[src/rtl/ifq_pkg.sv]
`timescale 1ns/1ps
`default_nettype none
// ============================================================================
// Module      : ifq_pkg
// Description : Shared constants and the queue-entry type for the
//               instruction fetch queue.
// Revision    : 1.0 - initial release
// ============================================================================
package ifq_pkg;

  // Address / instruction width shared by the fetch path.
  localparam int c_XLEN = 32;

  // Default number of queue entries.
  localparam int c_DEPTH = 4;

  // Instruction presented to decode when the queue has nothing valid
  // (addi x0, x0, 0).
  localparam logic [c_XLEN-1:0] c_NOP = 32'h0000_0013;

  // One queue slot: fetch address, returned instruction word and a flag
  // saying the instruction word has arrived from memory.
  typedef struct packed {
    logic [c_XLEN-1:0] pc;
    logic [c_XLEN-1:0] instr;
    logic              filled;
  } ifq_entry_t;

endpackage : ifq_pkg
`default_nettype wire

[src/rtl/ifetch_queue.sv]
`timescale 1ns/1ps
`default_nettype none
// ============================================================================
// Module      : ifetch_queue
// Description : Instruction fetch queue. Issues in-order fetch requests from
//               the PC register, collects in-order memory responses into a
//               small circular buffer and presents the oldest instruction to
//               decode. A flush drops everything queued and arranges for the
//               responses of still-outstanding requests to be discarded.
// Revision    : 1.0 - initial release
// ============================================================================
module ifetch_queue
  import ifq_pkg::*;
#(
  parameter int DEPTH = c_DEPTH,
  parameter int XLEN  = c_XLEN
) (
  input  logic            clk,
  input  logic            reset,
  input  logic [XLEN-1:0] pc,
  output logic            pc_enable,
  output logic            mem_req_valid,
  output logic [XLEN-1:0] mem_req_addr,
  input  logic            mem_req_ready,
  input  logic            mem_rsp_valid,
  input  logic [XLEN-1:0] mem_rsp_data,
  input  logic            flush,
  output logic            if_valid,
  output logic [XLEN-1:0] if_instr,
  output logic [XLEN-1:0] if_pc,
  input  logic            id_ready
);

  // Pointer width and counter width (counters must be able to hold DEPTH).
  localparam int PW = $clog2(DEPTH);
  localparam int CW = PW + 1;

  // DEPTH widened so that count + drop can be compared without overflow.
  localparam logic [CW:0] c_DEPTH_EXT = (CW + 1)'(DEPTH);

  // --------------------------------------------------------------------------
  // State
  // --------------------------------------------------------------------------
  ifq_entry_t       entry_q [DEPTH];

  logic [PW-1:0]    head_q;   // oldest entry, presented to decode
  logic [PW-1:0]    fill_q;   // oldest entry still waiting for its response
  logic [PW-1:0]    tail_q;   // next free slot for a new request
  logic [CW-1:0]    count_q;  // occupied entries
  logic [CW-1:0]    pend_q;   // occupied entries not yet filled
  logic [CW-1:0]    drop_q;   // responses still to be discarded after a flush

  logic [PW-1:0]    head_d;
  logic [PW-1:0]    fill_d;
  logic [PW-1:0]    tail_d;
  logic [CW-1:0]    count_d;
  logic [CW-1:0]    pend_d;
  logic [CW-1:0]    drop_d;

  // --------------------------------------------------------------------------
  // Combinational control
  // --------------------------------------------------------------------------
  logic             w_room;
  logic             w_push;
  logic             w_pop;
  logic             w_fill;
  logic             w_discard;
  logic [CW:0]      w_drop_sum;
  ifq_entry_t       w_head;

  // Issue only when the registered occupancy plus the responses still owed to
  // flushed requests leaves a free slot; a same-cycle pop does not count.
  // Reset gates the request combinationally because it is asynchronous.
  always_comb begin
    w_room        = ({1'b0, count_q} + {1'b0, drop_q}) < c_DEPTH_EXT;
    mem_req_valid = !reset && !flush && w_room;
    mem_req_addr  = pc;
    w_push        = mem_req_valid && mem_req_ready;
    pc_enable     = w_push;
  end

  // Head presentation to decode, and the response routing decision.
  always_comb begin
    w_head    = entry_q[head_q];
    if_valid  = w_head.filled && (count_q != '0);
    if_instr  = if_valid ? w_head.instr : c_NOP;
    if_pc     = if_valid ? w_head.pc    : '0;
    w_pop     = if_valid && id_ready && !flush;
    w_discard = mem_rsp_valid && (drop_q != '0);
    // A response with nothing pending and nothing to drop is simply ignored.
    w_fill    = mem_rsp_valid && (drop_q == '0) && (pend_q != '0) && !flush;
  end

  // Next-state for pointers and counters; a flush empties the queue and turns
  // every unfilled entry into a response that must be thrown away.
  always_comb begin
    head_d     = head_q;
    fill_d     = fill_q;
    tail_d     = tail_q;
    count_d    = count_q;
    pend_d     = pend_q;
    drop_d     = drop_q;
    w_drop_sum = {1'b0, drop_q} + {1'b0, pend_q};

    if (flush) begin
      head_d  = '0;
      fill_d  = '0;
      tail_d  = '0;
      count_d = '0;
      pend_d  = '0;
      // A response arriving in the flush cycle settles one of the owed ones.
      if (mem_rsp_valid && (w_drop_sum != '0)) begin
        w_drop_sum = w_drop_sum - 1'b1;
      end
      drop_d = w_drop_sum[CW-1:0];
    end else begin
      tail_d  = tail_q + PW'(w_push);
      fill_d  = fill_q + PW'(w_fill);
      head_d  = head_q + PW'(w_pop);
      count_d = count_q + CW'(w_push) - CW'(w_pop);
      pend_d  = pend_q + CW'(w_push) - CW'(w_fill);
      drop_d  = drop_q - CW'(w_discard);
    end
  end

  // --------------------------------------------------------------------------
  // Registers
  // --------------------------------------------------------------------------

  // Pointer and counter registers.
  always_ff @(posedge clk or posedge reset) begin
    if (reset) begin
      head_q  <= '0;
      fill_q  <= '0;
      tail_q  <= '0;
      count_q <= '0;
      pend_q  <= '0;
      drop_q  <= '0;
    end else begin
      head_q  <= head_d;
      fill_q  <= fill_d;
      tail_q  <= tail_d;
      count_q <= count_d;
      pend_q  <= pend_d;
      drop_q  <= drop_d;
    end
  end

  // Entry storage: new requests land at the tail unfilled, responses fill the
  // oldest unfilled entry. Push and fill never target the same slot because a
  // push is impossible while every slot is occupied.
  always_ff @(posedge clk or posedge reset) begin
    if (reset) begin
      for (int i = 0; i < DEPTH; i++) begin
        entry_q[i] <= '0;
      end
    end else if (flush) begin
      for (int i = 0; i < DEPTH; i++) begin
        entry_q[i].filled <= 1'b0;
      end
    end else begin
      if (w_push) begin
        entry_q[tail_q].pc     <= pc;
        entry_q[tail_q].instr  <= c_NOP;
        entry_q[tail_q].filled <= 1'b0;
      end
      if (w_fill) begin
        entry_q[fill_q].instr  <= mem_rsp_data;
        entry_q[fill_q].filled <= 1'b1;
      end
    end
  end

endmodule : ifetch_queue
`default_nettype wire

[config.mk]
export PLATFORM = sky130hd
export DESIGN_NAME = ifetch_queue
export DESIGN_NICKNAME = d
export VERILOG_FILES = /design/src/rtl/ifq_pkg.sv /design/src/rtl/ifetch_queue.sv
export SDC_FILE = /design/constraint.sdc
export NUM_CORES = 1
export LEC_CHECK = 0
export BUFFER_PORTS_ARGS = -buffer_cell sky130_fd_sc_hd__buf_2
export CAP_MARGIN = 20
export CORE_ASPECT_RATIO = 1.5
export CORE_MARGIN = 2
export CORE_UTILIZATION = 58
export DETAILED_ROUTE_END_ITERATION = 10
export PLACE_DENSITY = 0.84
export SETUP_SLACK_MARGIN = 0.15
export SLEW_MARGIN = 20
export SYNTH_ARGS = -nofsm -noshare
export SYNTH_HDL_FRONTEND = slang
export SYNTH_SLANG_ARGS = --single-unit
export TNS_END_PERCENT = 50
[constraint.sdc]
create_clock -name clk -period 10.9 [get_ports clk]
set_input_delay 2.18 -clock clk [delete_from_list [all_inputs] [get_ports clk]]
set_output_delay 2.18 -clock clk [all_outputs]
set_load 0.1 [all_outputs]
==> flow_summary_export.csv <==
group,metric,value,unit
run_status,outcome,"completed",
clock_network,clock_latency,0.53,ns
route,firstDrtPassIters,5,
logic_synthesis,synthCells,1048,
placed_design,detailed_place.area,13740,µm²
flow_run,maxCapViolCount,0,
worst_setup_path,rrSetupSlack,7.36,ns
worst_setup_path,reg2regPathDepth,5,
final_layout,fin_util,0.6616,
pwr,power_leakage,7.394,nW
logic_synthesis,synth-edff-count,0,
logic_synthesis,ys_async_sr_fraction,1.000,
grt,grt_pass1_vias,9253,
route,wl_per_cell,20.47,µm
sta,grt_setup_unrepaired,"no",
route,topRoutingLayerUsed,"met4",
placed_design,gp_congestion,0.8005,
final_layout,mostFrequentLayoutCells,"273 x dfrtp_1, 197 x nand2_1, 168 x buf_2",
route,viasPerCell,6.089,
route,met3WireLength,1760,µm
sta,hold_viol,0,
logic_synthesis,synth_area,12970,µm²
logic_synthesis,syn_nets,1135,
final_layout,fillers,1642,
clock_network,cts_resized,0,
clock_network,cts_max_level,1,
grt,grt_pass1_wl,48180,µm
placed_design,io_buffers,168,
worst_setup_path,cp-end-kind,"primary output",
route,ant_nets,0,
route,drtIter0Drc,542,
grt,grt_overflow,0,
sta,period_needed,6.300,ns
sta,finalMaxSlewViolations,0,
floorplanning,rows,67,
floorplanning,coreArea,22130,µm²
floorplanning,die_area,23590,µm²
clock_network,clockBufferDepth,3,
sta,setup_viol_count_final,0,
final_layout,layout_commonest_cell,"dfrtp_1",
clock_network,root_buffer,"clkbuf_16",
floorplanning,dieHeight,187.1,µm
logic_synthesis,yosys_warnings,0,
clock_network,cts_tree,"built",
floorplanning,io_pins,169,
grt,grt_max_degree,118,
sta,max_freq,158.7,MHz
final_layout,num-nets-final,1236,
worst_setup_path,critPathArrivalTime,4.12,ns
floorplanning,start_util,0.5859,
logic_synthesis,syn_avg_cell_area,12.37,µm²
sta,finalSetupTns,0,ns
sta,fin_worst_skew,0.01778,ns
grt,antenna_found_initial,0,
clock_network,clkTransAtPathRegs,0.07,ns
worst_setup_path,required,8.72,ns
final_layout,drive_gt1_frac,0.2934,
worst_setup_path,worstSetupPathType,"input port to primary output",
route,drc,0,
route,wl_met1,11440,µm
sta,min_period_over_period,0.5780,
clock_network,ctsHoldBuffers,0,
worst_setup_path,r2r_start,"drop_q[2]",
floorplanning,die_x,126.1,µm
final_layout,num_antenna_cells,0,
logic_synthesis,synth-seq-cells,275,
pwr,power_density,175.6,nW/µm²
logic_synthesis,yosys_most_used_dff,"dfrtp_1",
logic_synthesis,yosysSeqAreaShare,0.5307,
sta,max_slew.worst_pin.slew,1.082,ns
worst_hold_path,hold_path_depth,2,
worst_hold_path,hold_class,"flip-flop to flip-flop",
final_layout,syn_to_final_growth,12.91,%
worst_setup_path,start_kind,"input port",
pwr,ir_drop,0.1453,mV
sta,slew_headroom,0.2789,
placed_design,dp_hpwl,17200,µm
route,vias,8799,
logic_synthesis,synth.distinct_cells,46,
clock_network,numCtsBuffers,26,
clock_network,cts_sinks,275,
grt,grt.total_usage,0.2536,
route,met2_wirelength,15630,µm
final_layout,final_area,14640,µm²
route,wl,29580,µm
worst_setup_path,path_max_fanout,10,
clock_network,cts_setup_buffers,0,
area by class of cell:
cell class	instances	area, µm²	area share
Sequential cell	275	6889	0.4705
Multi-Input combinational cell	647	5490	0.3750
Timing Repair Buffer	182	949.7	0.06486
Clock buffer	36	779.5	0.05324
Tap cell	276	345.3	0.02359
Clock inverter	12	116.4	0.007947
Inverter	17	71.32	0.004871
metal layers:
metal  global-route usage  vias up
met5                    0        -
met3              0.03146       49
met2               0.4462      335
li1                     -     3873
met4              0.08707        0
met1               0.3255     4542
worst max-delay path by stage:
stage	from	end	slack (ns)	cells past startpoint
final	reset	pc_enable	4.60	4
after global routing	reset	pc_enable	4.50	4
after CTS	reset	pc_enable	4.57	4
after detailed placement	reset	pc_enable	4.57	4
after global placement	reset	pc_enable	4.61	4
after floorplan	reset	async pin	1.14	1
power by group:
part | switching (mW) | total [mW] | internal, mW | leakage, nW
registers | 0.0745 | 1.22 | 1.15 | 3.71
clock network | 0.386 | 0.933 | 0.547 | 0.449
logic | 0.230 | 0.414 | 0.184 | 3.24
kinds of logic (layout without fill, tap and decap cells):
logic type | Yosys count | count (layout) | synth area share
compound gates | 143 | 143 | 0.09282
xor+xnor | 10 | 10 | 0.006755
fa+ha+maj | 17 | 17 | 0.01814
buf+inv | 126 | 247 | 0.04950
flops | 275 | 275 | 0.5307
mux | 130 | 130 | 0.1692
simple gates | 347 | 347 | 0.1329
Yosys cell counts, drive strengths merged, types with 2 or more instances:
library cell / n / share of area
mux2: 64 / 0.056
a31o: 4 / 0.0027
xor2: 2 / 0.0014
inv: 17 / 0.0049
nor3: 10 / 0.0039
and2: 66 / 0.032
a22o: 116 / 0.078
nor2b: 35 / 0.017
or4: 3 / 0.0017
nor2: 14 / 0.0041
nand2: 198 / 0.058
nor4: 5 / 0.0057
dfrtp: 275 / 0.53
xnor2: 8 / 0.0054
ha: 14 / 0.014
buf: 57 / 0.030
a22oi: 7 / 0.0041
nand2b: 6 / 0.0029
a21o: 2 / 0.0012
fa: 3 / 0.0046
mux4: 65 / 0.11
a21oi: 8 / 0.0031
nor4b: 2 / 0.0037
clkbuf: 52 / 0.015
metrics by stage:
| step | setup WS (ns) | total power, mW | instances | hold slack [ns] |
|---|---|---|---|---|
| after floorplan | 1.140 | 1.551 | 1048 | 0.4334 |
| after global placement | 4.606 | 1.633 | 1397 | 0.4432 |
| after detailed placement | 4.571 | 1.657 | 1397 | 0.4500 |
| after CTS | 4.568 | 2.594 | 1445 | 0.4648 |
| after global routing | 4.496 | 2.683 | 1445 | 0.4861 |
| final | 4.600 | 2.571 | 1445 | 0.4646 |
worst max-delay path, cell delays in order:
cell and delay (ns):
buf_2 0.13, or4_1 0.59, nor4b_4 0.67, buf_2 0.55
Note: power is estimated with default switching activity, not from simulation.
